[config.mk]
export PLATFORM = sky130hd
export DESIGN_NAME = relay_rx_framer_flat
export DESIGN_NICKNAME = d
export VERILOG_FILES = /design/src/rtl/relay_rx_framer_if.sv /design/src/rtl/relay_rx_framer.sv /design/src/flat_wrapper.sv
export SDC_FILE = /design/constraint.sdc
export NUM_CORES = 1
export LEC_CHECK = 0
export CAP_MARGIN = 5
export CORE_MARGIN = 5
export CORE_UTILIZATION = 45
export DETAILED_ROUTE_END_ITERATION = 12
export GPL_ROUTABILITY_DRIVEN = 0
export PLACE_DENSITY_LB_ADDON = 0.12
export RECOVER_POWER = 25
export SYNTH_ARGS = -nofsm -noshare
export SYNTH_HDL_FRONTEND = slang
export SYNTH_SLANG_ARGS = --single-unit
[constraint.sdc]
create_clock -name ck_1356meg -period 3.3 [get_ports ck_1356meg]
set_input_delay 0.66 -clock ck_1356meg [delete_from_list [all_inputs] [get_ports ck_1356meg]]
set_output_delay 0.66 -clock ck_1356meg [all_outputs]
set_load 0.01 [all_outputs]
[src/rtl/relay_rx_framer_if.sv]
// Signal bundle between the relay receive framer and its surroundings.
// The master side drives mode, relay and ARM data; the slave side (the framer) drives the modulation outputs.
interface relay_rx_framer_if;
    logic [2:0] mode;
    logic       relay_in;
    logic       ssp_dout;
    logic [2:0] mod_type;
    logic       data_out;
    logic       din_mask;
    logic       bit_strobe;
    logic       frame_active;

    modport master (
        output mode, relay_in, ssp_dout,
        input  mod_type, data_out, din_mask, bit_strobe, frame_active
    );

    modport slave (
        input  mode, relay_in, ssp_dout,
        output mod_type, data_out, din_mask, bit_strobe, frame_active
    );
endinterface

[src/rtl/relay_rx_framer.sv]
// Relay receive framer: samples the relay bit stream once per 16 clocks and detects ISO14443A
// frame start/end patterns to select the modulation type for hi_iso14443a in fake reader/tag modes.
module relay_rx_framer #(
    parameter logic [3:0] DIV_PHASE = 4'd8,
    parameter logic [7:0] TIMEOUT   = 8'd255
) (
    input logic              ck_1356meg,
    input logic              nrst,
    relay_rx_framer_if.slave bus
);

    localparam logic [2:0] MODE_READER  = 3'b101;
    localparam logic [2:0] MODE_TAG     = 3'b110;
    localparam logic [2:0] RMOD_RD_TX   = 3'b010;
    localparam logic [2:0] RMOD_RD_LSN  = 3'b011;
    localparam logic [2:0] RMOD_TAG_TX  = 3'b100;
    localparam logic [2:0] RMOD_TAG_LSN = 3'b001;

    typedef enum logic {
        ST_IDLE   = 1'b0,
        ST_ACTIVE = 1'b1
    } state_t;

    function automatic logic [2:0] listen_mod(input logic [2:0] m);
        return (m == MODE_READER) ? RMOD_RD_LSN : RMOD_TAG_LSN;
    endfunction

    logic        sync1_r;
    logic        relay_sync_r;
    logic [3:0]  div_cnt_r;
    logic [2:0]  prev_mode_r;
    logic [23:0] shift_r;
    logic [2:0]  bit_cnt_r;
    logic [7:0]  tmo_r;
    logic [2:0]  rmod_r;
    state_t      state_r;

    logic        relay_s;
    logic        strobe_s;
    logic        mode_chg_s;
    logic [23:0] shift_post_s;
    logic [2:0]  bit_post_s;
    logic        start_s;
    logic        end_s;
    logic        timeout_s;

    logic [23:0] shift_nxt_s;
    logic [2:0]  bit_cnt_nxt_s;
    logic [7:0]  tmo_nxt_s;
    logic [2:0]  rmod_nxt_s;
    state_t      state_nxt_s;

    // Synchronizer, free-running bit divider and mode history
    always_ff @(posedge ck_1356meg or negedge nrst) begin
        if (!nrst) begin
            sync1_r      <= 1'b0;
            relay_sync_r <= 1'b0;
            div_cnt_r    <= 4'd0;
            prev_mode_r  <= 3'd0;
        end else begin
            sync1_r      <= bus.relay_in;
            relay_sync_r <= sync1_r;
            div_cnt_r    <= div_cnt_r + 4'd1;
            prev_mode_r  <= bus.mode;
        end
    end

    // Strobe timing and pattern matching on the post-shift buffer
    always_comb begin
        relay_s      = (bus.mode == MODE_READER) || (bus.mode == MODE_TAG);
        strobe_s     = relay_s && (div_cnt_r == DIV_PHASE);
        mode_chg_s   = relay_s && (bus.mode != prev_mode_r);
        shift_post_s = {shift_r[22:0], relay_sync_r};
        bit_post_s   = bit_cnt_r + 3'd1;
        timeout_s    = (state_r == ST_ACTIVE) && (tmo_r == TIMEOUT);
        start_s      = 1'b0;
        end_s        = 1'b0;
        case (bus.mode)
            MODE_READER: start_s = (shift_post_s == 24'h0000C0);
            MODE_TAG:    start_s = (shift_post_s == 24'h0000F0);
            default:     start_s = 1'b0;
        endcase
        if ((state_r == ST_ACTIVE) && (bit_post_s == 3'd0)) begin
            case (bus.mode)
                MODE_READER: end_s = (shift_post_s[23:8] == 16'h0000) ||
                                     (shift_post_s[23:8] == 16'hC000);
                MODE_TAG:    end_s = (shift_post_s[15:8] == 8'h00);
                default:     end_s = 1'b0;
            endcase
        end else begin
            end_s = 1'b0;
        end
    end

    // Next-state: start beats end, which beats timeout; mode changes resynchronise without detecting
    always_comb begin
        shift_nxt_s   = shift_r;
        bit_cnt_nxt_s = bit_cnt_r;
        tmo_nxt_s     = tmo_r;
        rmod_nxt_s    = rmod_r;
        state_nxt_s   = state_r;
        if (!relay_s) begin
            shift_nxt_s   = 24'd0;
            bit_cnt_nxt_s = 3'd0;
            tmo_nxt_s     = 8'd0;
            rmod_nxt_s    = 3'd0;
            state_nxt_s   = ST_IDLE;
        end else if (mode_chg_s) begin
            shift_nxt_s   = 24'd0;
            bit_cnt_nxt_s = 3'd0;
            tmo_nxt_s     = 8'd0;
            rmod_nxt_s    = listen_mod(bus.mode);
            state_nxt_s   = ST_IDLE;
        end else if (strobe_s) begin
            shift_nxt_s   = shift_post_s;
            bit_cnt_nxt_s = bit_post_s;
            if ((state_r == ST_ACTIVE) && (tmo_r != 8'hFF)) begin
                tmo_nxt_s = tmo_r + 8'd1;
            end else begin
                tmo_nxt_s = tmo_r;
            end
            if (start_s) begin
                state_nxt_s   = ST_ACTIVE;
                rmod_nxt_s    = (bus.mode == MODE_READER) ? RMOD_RD_TX : RMOD_TAG_TX;
                bit_cnt_nxt_s = 3'd0;
                tmo_nxt_s     = 8'd0;
            end else if (end_s || timeout_s) begin
                state_nxt_s = ST_IDLE;
                rmod_nxt_s  = listen_mod(bus.mode);
            end else begin
                state_nxt_s = state_r;
                rmod_nxt_s  = rmod_r;
            end
        end else begin
            state_nxt_s = state_r;
        end
    end

    // Frame state registers
    always_ff @(posedge ck_1356meg or negedge nrst) begin
        if (!nrst) begin
            shift_r   <= 24'd0;
            bit_cnt_r <= 3'd0;
            tmo_r     <= 8'd0;
            rmod_r    <= 3'd0;
            state_r   <= ST_IDLE;
        end else begin
            shift_r   <= shift_nxt_s;
            bit_cnt_r <= bit_cnt_nxt_s;
            tmo_r     <= tmo_nxt_s;
            rmod_r    <= rmod_nxt_s;
            state_r   <= state_nxt_s;
        end
    end

    // Outputs stay combinational so a mode switch reaches hi_iso14443a without delay
    always_comb begin
        bus.mod_type     = relay_s ? rmod_r : bus.mode;
        bus.data_out     = relay_s ? shift_r[7] : bus.ssp_dout;
        bus.din_mask     = (bus.mod_type == RMOD_RD_TX);
        bus.bit_strobe   = strobe_s;
        bus.frame_active = (state_r == ST_ACTIVE);
    end

endmodule
[src/flat_wrapper.sv]
// flat-port wrapper written by rule: the top's interface ports become plain ports
module relay_rx_framer_flat 
#(
    parameter logic [3:0] DIV_PHASE = 4'd8,
    parameter logic [7:0] TIMEOUT   = 8'd255
)
  (ck_1356meg, nrst, bus_mode, bus_relay_in, bus_ssp_dout, bus_mod_type, bus_data_out, bus_din_mask, bus_bit_strobe, bus_frame_active);
  relay_rx_framer_if bus_i ();
  input logic ck_1356meg;
  input logic nrst;
  input wire logic [$bits(bus_i.mode)-1:0] bus_mode;
  input wire logic [$bits(bus_i.relay_in)-1:0] bus_relay_in;
  input wire logic [$bits(bus_i.ssp_dout)-1:0] bus_ssp_dout;
  output wire logic [$bits(bus_i.mod_type)-1:0] bus_mod_type;
  output wire logic [$bits(bus_i.data_out)-1:0] bus_data_out;
  output wire logic [$bits(bus_i.din_mask)-1:0] bus_din_mask;
  output wire logic [$bits(bus_i.bit_strobe)-1:0] bus_bit_strobe;
  output wire logic [$bits(bus_i.frame_active)-1:0] bus_frame_active;
  assign bus_i.mode = bus_mode;
  assign bus_i.relay_in = bus_relay_in;
  assign bus_i.ssp_dout = bus_ssp_dout;
  assign bus_mod_type = bus_i.mod_type;
  assign bus_data_out = bus_i.data_out;
  assign bus_din_mask = bus_i.din_mask;
  assign bus_bit_strobe = bus_i.bit_strobe;
  assign bus_frame_active = bus_i.frame_active;
  relay_rx_framer #(.DIV_PHASE(DIV_PHASE), .TIMEOUT(TIMEOUT)) u_core (.ck_1356meg(ck_1356meg), .nrst(nrst), .bus(bus_i));
endmodule
# [Word-level counts from Yosys, hierarchy flattened]
# Cells that the tools add are included.
[op_classes] addsub=3 eq_ne=13 reduce_logical=13 muxes=29
[op_table] cell="2-to-1 mux 23 bit" n=3
[op_table] cell="== test 24 x 8 -> 1 bit, second input constant" n=2
[op_table] cell="2-to-1 mux 8 bit" n=5
[op_table] cell="2-to-1 mux 3 bit" n=11
[op_table] cell="== test 16 bit, second input constant" n=1
[op_table] cell="zero test 16 bit" n=1
[op_table] cell="adder 8 x 1 -> 8 bit, second input constant" n=1
[op_table] cell="== test 8 bit, second input constant" n=1
[op_table] cell="zero test 8 bit" n=1
[op_table] cell="!= test 4 bit, second input constant" n=2
[op_table] cell="!= test 8 bit, second input constant" n=1
[op_table] cell="2-to-1 mux 1 bit" n=7
[op_table] cell="== test 3 bit, second input constant" n=2
[op_table] cell="logical AND 1 bit" n=5
[op_table] cell="adder 4 x 1 -> 4 bit, second input constant" n=1
[op_table] cell="== test 4 bit, second input constant" n=1
[op_table] cell="case mux 1 bit (2 select lines)" n=2
[op_table] cell="AND reduction 2 bit" n=2
[op_table] cell="adder 3 x 1 -> 3 bit, second input constant" n=1
[op_table] cell="== test 3 x 2 -> 1 bit, second input constant" n=1
[op_table] cell="zero test 3 bit" n=1
[op_table] cell="logical OR 1 bit" n=3
[op_table] cell="!= test 3 bit" n=1
[op_table] cell="!= test 3 bit, second input constant" n=1
[op_table] cell="2-to-1 mux 2 bit" n=1
[word_totals] regBits=47 inputBits=7

# [Logic depth before layout (Yosys ltp)]
[logic_depth] ltp_word=10 ltp_mapped=9 depth_no_buf=8

# [Least setup slack after synthesis]
# OpenSTA, ideal clock, no wires.
[synth_timing] path_type="input-to-output" from="in bus_mode[1]" to="out bus_din_mask" arrival_time_ns=1.634 t_required_ns=2.640 n_path_buf=1 cell_stages=4 slack_ns=1.006 path_cell_list="buf_2 -> xor2_2 -> a21boi_0 -> nor4_1"
[synth_between] elab_chain_cells=4
[synth_lines] element="start, declared" line_no="flat_wrapper.sv:11" source="input wire logic [$bits(bus_i.mode)-1:0] bus_mode;"
[synth_lines] element="== test 3 bit" line_no="relay_rx_framer.sv:70" source="relay_s = (bus.mode == MODE_READER) || (bus.mode == MODE_TAG);"
[synth_lines] element="logical OR 1 bit (*)" line_no="relay_rx_framer.sv:70"
[synth_lines] element="2-to-1 mux 3 bit (*)" line_no="relay_rx_framer.sv:158" source="bus.mod_type = relay_s ? rmod_r : bus.mode;"
[synth_lines] element="named net bus_mod_type[2]" line_no="flat_wrapper.sv:14" source="output wire logic [$bits(bus_i.mod_type)-1:0] bus_mod_type;"
[synth_lines] element="== test 3 x 2 -> 1 bit (*)" line_no="relay_rx_framer.sv:160" source="bus.din_mask = (bus.mod_type == RMOD_RD_TX);"
[synth_lines] element="end, declared" line_no="flat_wrapper.sv:16" source="output wire logic [$bits(bus_i.din_mask)-1:0] bus_din_mask;"
# Mark *: on every way through the listed nets, which the timed path passes. The rest lies on a longest branch.

# [Worst setup path after layout]
[layout_timing] from="in bus_mode[1]" to="out bus_din_mask"
[layout_between] elab_chain_cells=4
[layout_lines] element="== test 3 bit" line_no="relay_rx_framer.sv:70"
[layout_lines] element="logical OR 1 bit" line_no="relay_rx_framer.sv:70"
[layout_lines] element="2-to-1 mux 3 bit (*)" line_no="relay_rx_framer.sv:158"
[layout_lines] element="== test 3 x 2 -> 1 bit (*)" line_no="relay_rx_framer.sv:160"
# Every way passes the cells marked *; elsewhere a longest branch is shown, timed or not.

==> results by group <==
CTS
  • H-tree Lvls: 2
  • Reg clk slew, reported paths: about 90 ps
  • Clock Path Buffers: 2
  • Hold Buf Count CTS: 0
  • Post-CTS setup buffers: 0
  • CTS tree: built
  • Clk sink count: 47
  • Post-CTS Resized: 0
  • CTS Root Cell: clkbuf_8
  • TritonCTS Buffers: 5
  • Clk_lat worst skew: 300 ps

Place
  • HPWL Detailed: roughly 3100 um
  • IO Port Bufs: 13
  • DP Area: 2570 sq um
  • Placed cell count: ~310

Pwr
  • Leak: 1.07 nW
  • Maximum vdd drop: 288 uV
  • Power per cell area: 425 nW/um^2

Final layout
  • Layout cell share with drive strength beyond 1: 12.4%
  • Post-route cell area: 2700 sq um
  • Area Overhead vs Synth: 14.5%
  • Fin cells: approximately 320
  • Commonest non-fill, non-tap cell in the layout: nand2_1
  • Final #Nets: 262
  • Final Util: 52.9%
  • Antenna cells: 0
  • Most frequent cells in the layout: nand2_1, dfrtp_1, a21oi_1

Floorplan
  • Ports placed on the boundary: 14
  • Row count: 26
  • Die Height: ~82 um
  • Die Area: 6800 sq um
  • Initial Util: a little under half
  • Core outline area: 5110 sq um
  • Die width: 82.5 um

Timing
  • RSZ-0062 raised after global routing: false
  • Final Max Tran Viols: 48
  • Final setup TNS: 0 ps
  • Final worst-path cycle share: 93.4%
  • Worst-margin pin slew: 2480 ps
  • Post-route minimum period: 3080 ps
  • Final setup viols: 0
  • Final Hold Viols: 0
  • Hold Slack: 365 ps
  • Setup Skew: 8.99 ps
  • Max-slew headroom: -65.6%
  • Peak Freq: 324 MHz

Synthesis
  • Simple-gate share of the synthesized area: 21.3%
  • XOR/XNOR share of the synthesized area: 4.03%
  • Synth Register Bits: between 40 and 50
  • Synth Cell Area: 2360 sq um
  • Largest family of logic cells by synthesized area: simple AND/OR/NAND/NOR gates
  • Number of synthesized flops with an enable pin: 0
  • Post-synth top flop: dfrtp_1
  • Post-Syn Nets: approximately 250
  • Ys async rst share: 100%
  • Compound-Gate Fraction of Synth Area: 16.0%
  • Avg Cell Area, Syn: a little over 10 sq um
  • YS warnings: 0
  • Post-synthesis sequential area ratio: 49.8%
  • Post-synthesis adder-cell area fraction: around 2.6%
  • Post-synthesis mux area share: 2.91%
  • Netlist cell types: 50
  • Post-Syn Instances: 234

Global routing
  • Number of global-route vias before repair: 1708
  • Pin count of the biggest net entering global routing: 48
  • Global-route wire length before repair: approximately 8000 um
  • GRT overflow: 0
  • Gr usage total: 15.5%
  • Initial antenna violation count: 0

Hold path
  • Worst min-delay path category: reg2reg

Worst setup path
  • Arr. time, crit path: between 2000 and 2500 ps
  • Crit start category: primary input
  • Req. time, crit path: 2640 ps
  • CP Capture Type: output port
  • Critical path peak fanout: 8
  • WS Path Type: in2out

Route
  • Total Wirelength: 4600 um
  • DRC Markers: 0
  • Average via count per standard cell: roughly 5.4
  • TritonRoute pass-1 iters: 4
  • DRT met1 WL: 2100 um
  • Post-DRT Antenna Nets: 0
  • Vias: between 1500 and 2000
  • Drt initial violations: 65
  • Uppermost layer routed: met4
  • Routed met3 length: 240 um
  • Avg WL per Cell: 14.3 um
  • Met2 wire length: 2180 um

Run status
  • Violated checks: max-capacitance violations, max-slew violations
  • Status: complete, but fails checks

Flow run
  • Maxcap violations: 1
[Yosys cell counts (2+ instances only)]
master / instances / area share [%]
nand3_1: 4 / 0.85
a211oi_1: 2 / 0.64
nand2_1: 51 / 8.1
mux2_2: 4 / 1.9
dfrtp_1: 47 / 50
nand3b_1: 3 / 0.95
nand4_1: 4 / 1.1
buf_2: 2 / 0.42
clkbuf_1: 7 / 1.1
nor4_1: 5 / 1.3
a21boi_0: 2 / 0.64
a21oi_1: 29 / 6.1
o22ai_1: 2 / 0.53
nand2b_1: 2 / 0.53
a2111oi_4: 2 / 2.3
inv_1: 6 / 0.95
a22o_1: 4 / 1.5
ha_1: 5 / 2.6
xnor2_1: 8 / 3.0
nor2_1: 15 / 2.4
[cell type report]
cell class / instances / area, sq um
Timing Repair Buffer: 20 / 173
Clock buffer: 5 / 68.8
Inverter: 6 / 22.5
Sequential cell: 47 / 1180
Tap cell: 70 / 87.6
Fill cell: 483 / 2400
Clock inverter: 3 / 67.6
Multi-Input combinational cell: 170 / 1110
[per-layer routing]
| layer | global-route usage [%] | up-vias |
|---|---|---|
| li1 | - | 845 |
| met5 | 0 | - |
| met2 | 24.4 | 37 |
| met3 | 4.45 | 7 |
| met1 | 19.8 | 843 |
| met4 | 6.64 | 0 |
[critical path: stages]
cell	delay, ps
clkdlybuf4s50_1	520
clkbuf_1	270
a21oi_1	130
nor4_1	260
clkdlybuf4s50_1	580
[per-stage QoR]
step / worst slack (ps) / power, mW
detailed placement: 279 / 0.658
finish: 217 / 1.15
floorplan: 1010 / 0.622
CTS: 269 / 1.16
global placement: 287 / 0.658
global route: 62.8 / 1.19
[registers in the layout, summed over array words and instances, names as in the netlist]
name / count
u_core.shift_r: 23
u_core.tmo_r: 8
u_core.div_cnt_r: 4
u_core.bit_cnt_r: 3
u_core.prev_mode_r: 3
u_core.rmod_r: 3
u_core.bus.frame_active: 1
u_core.relay_sync_r: 1
u_core.sync1_r: 1
[worst paths after layout]
| kind | startpoint | slack, ps | cells past startpoint | endpoint |
|---|---|---|---|---|
| max in group asynchronous | nrst | 780 | 1 | u_core.bit_cnt_r[0] |
| worst min register to register | u_core.sync1_r | 370 | 0 | u_core.relay_sync_r |
| worst max-delay path | bus_mode[1] | 220 | 5 | bus_din_mask |
| worst min-delay path | u_core.sync1_r | 370 | 0 | u_core.relay_sync_r |
| worst max register to register | u_core.shift_r[12] | 1090 | 5 | u_core.bit_cnt_r[0] |
| min in group asynchronous | nrst | 1110 | 1 | u_core.prev_mode_r[1] |
[cells by family (layout without fill, tap and decap cells)]
kind of cell	after synthesis	in the layout
compound gates	50	50
xor+xnor	10	10
fa+ha+maj	5	5
buf+inv	17	34
flops	47	47
mux	6	6
simple gates	99	99
[report_power, final]
group | switching [mW] | total, mW | internal (mW)
logic | 0.0349 | 0.0611 | 0.0262
registers | 0.00264 | 0.583 | 0.580
clock network | 0.203 | 0.506 | 0.302
No activity file was read; power rests on OpenSTA's default activity.
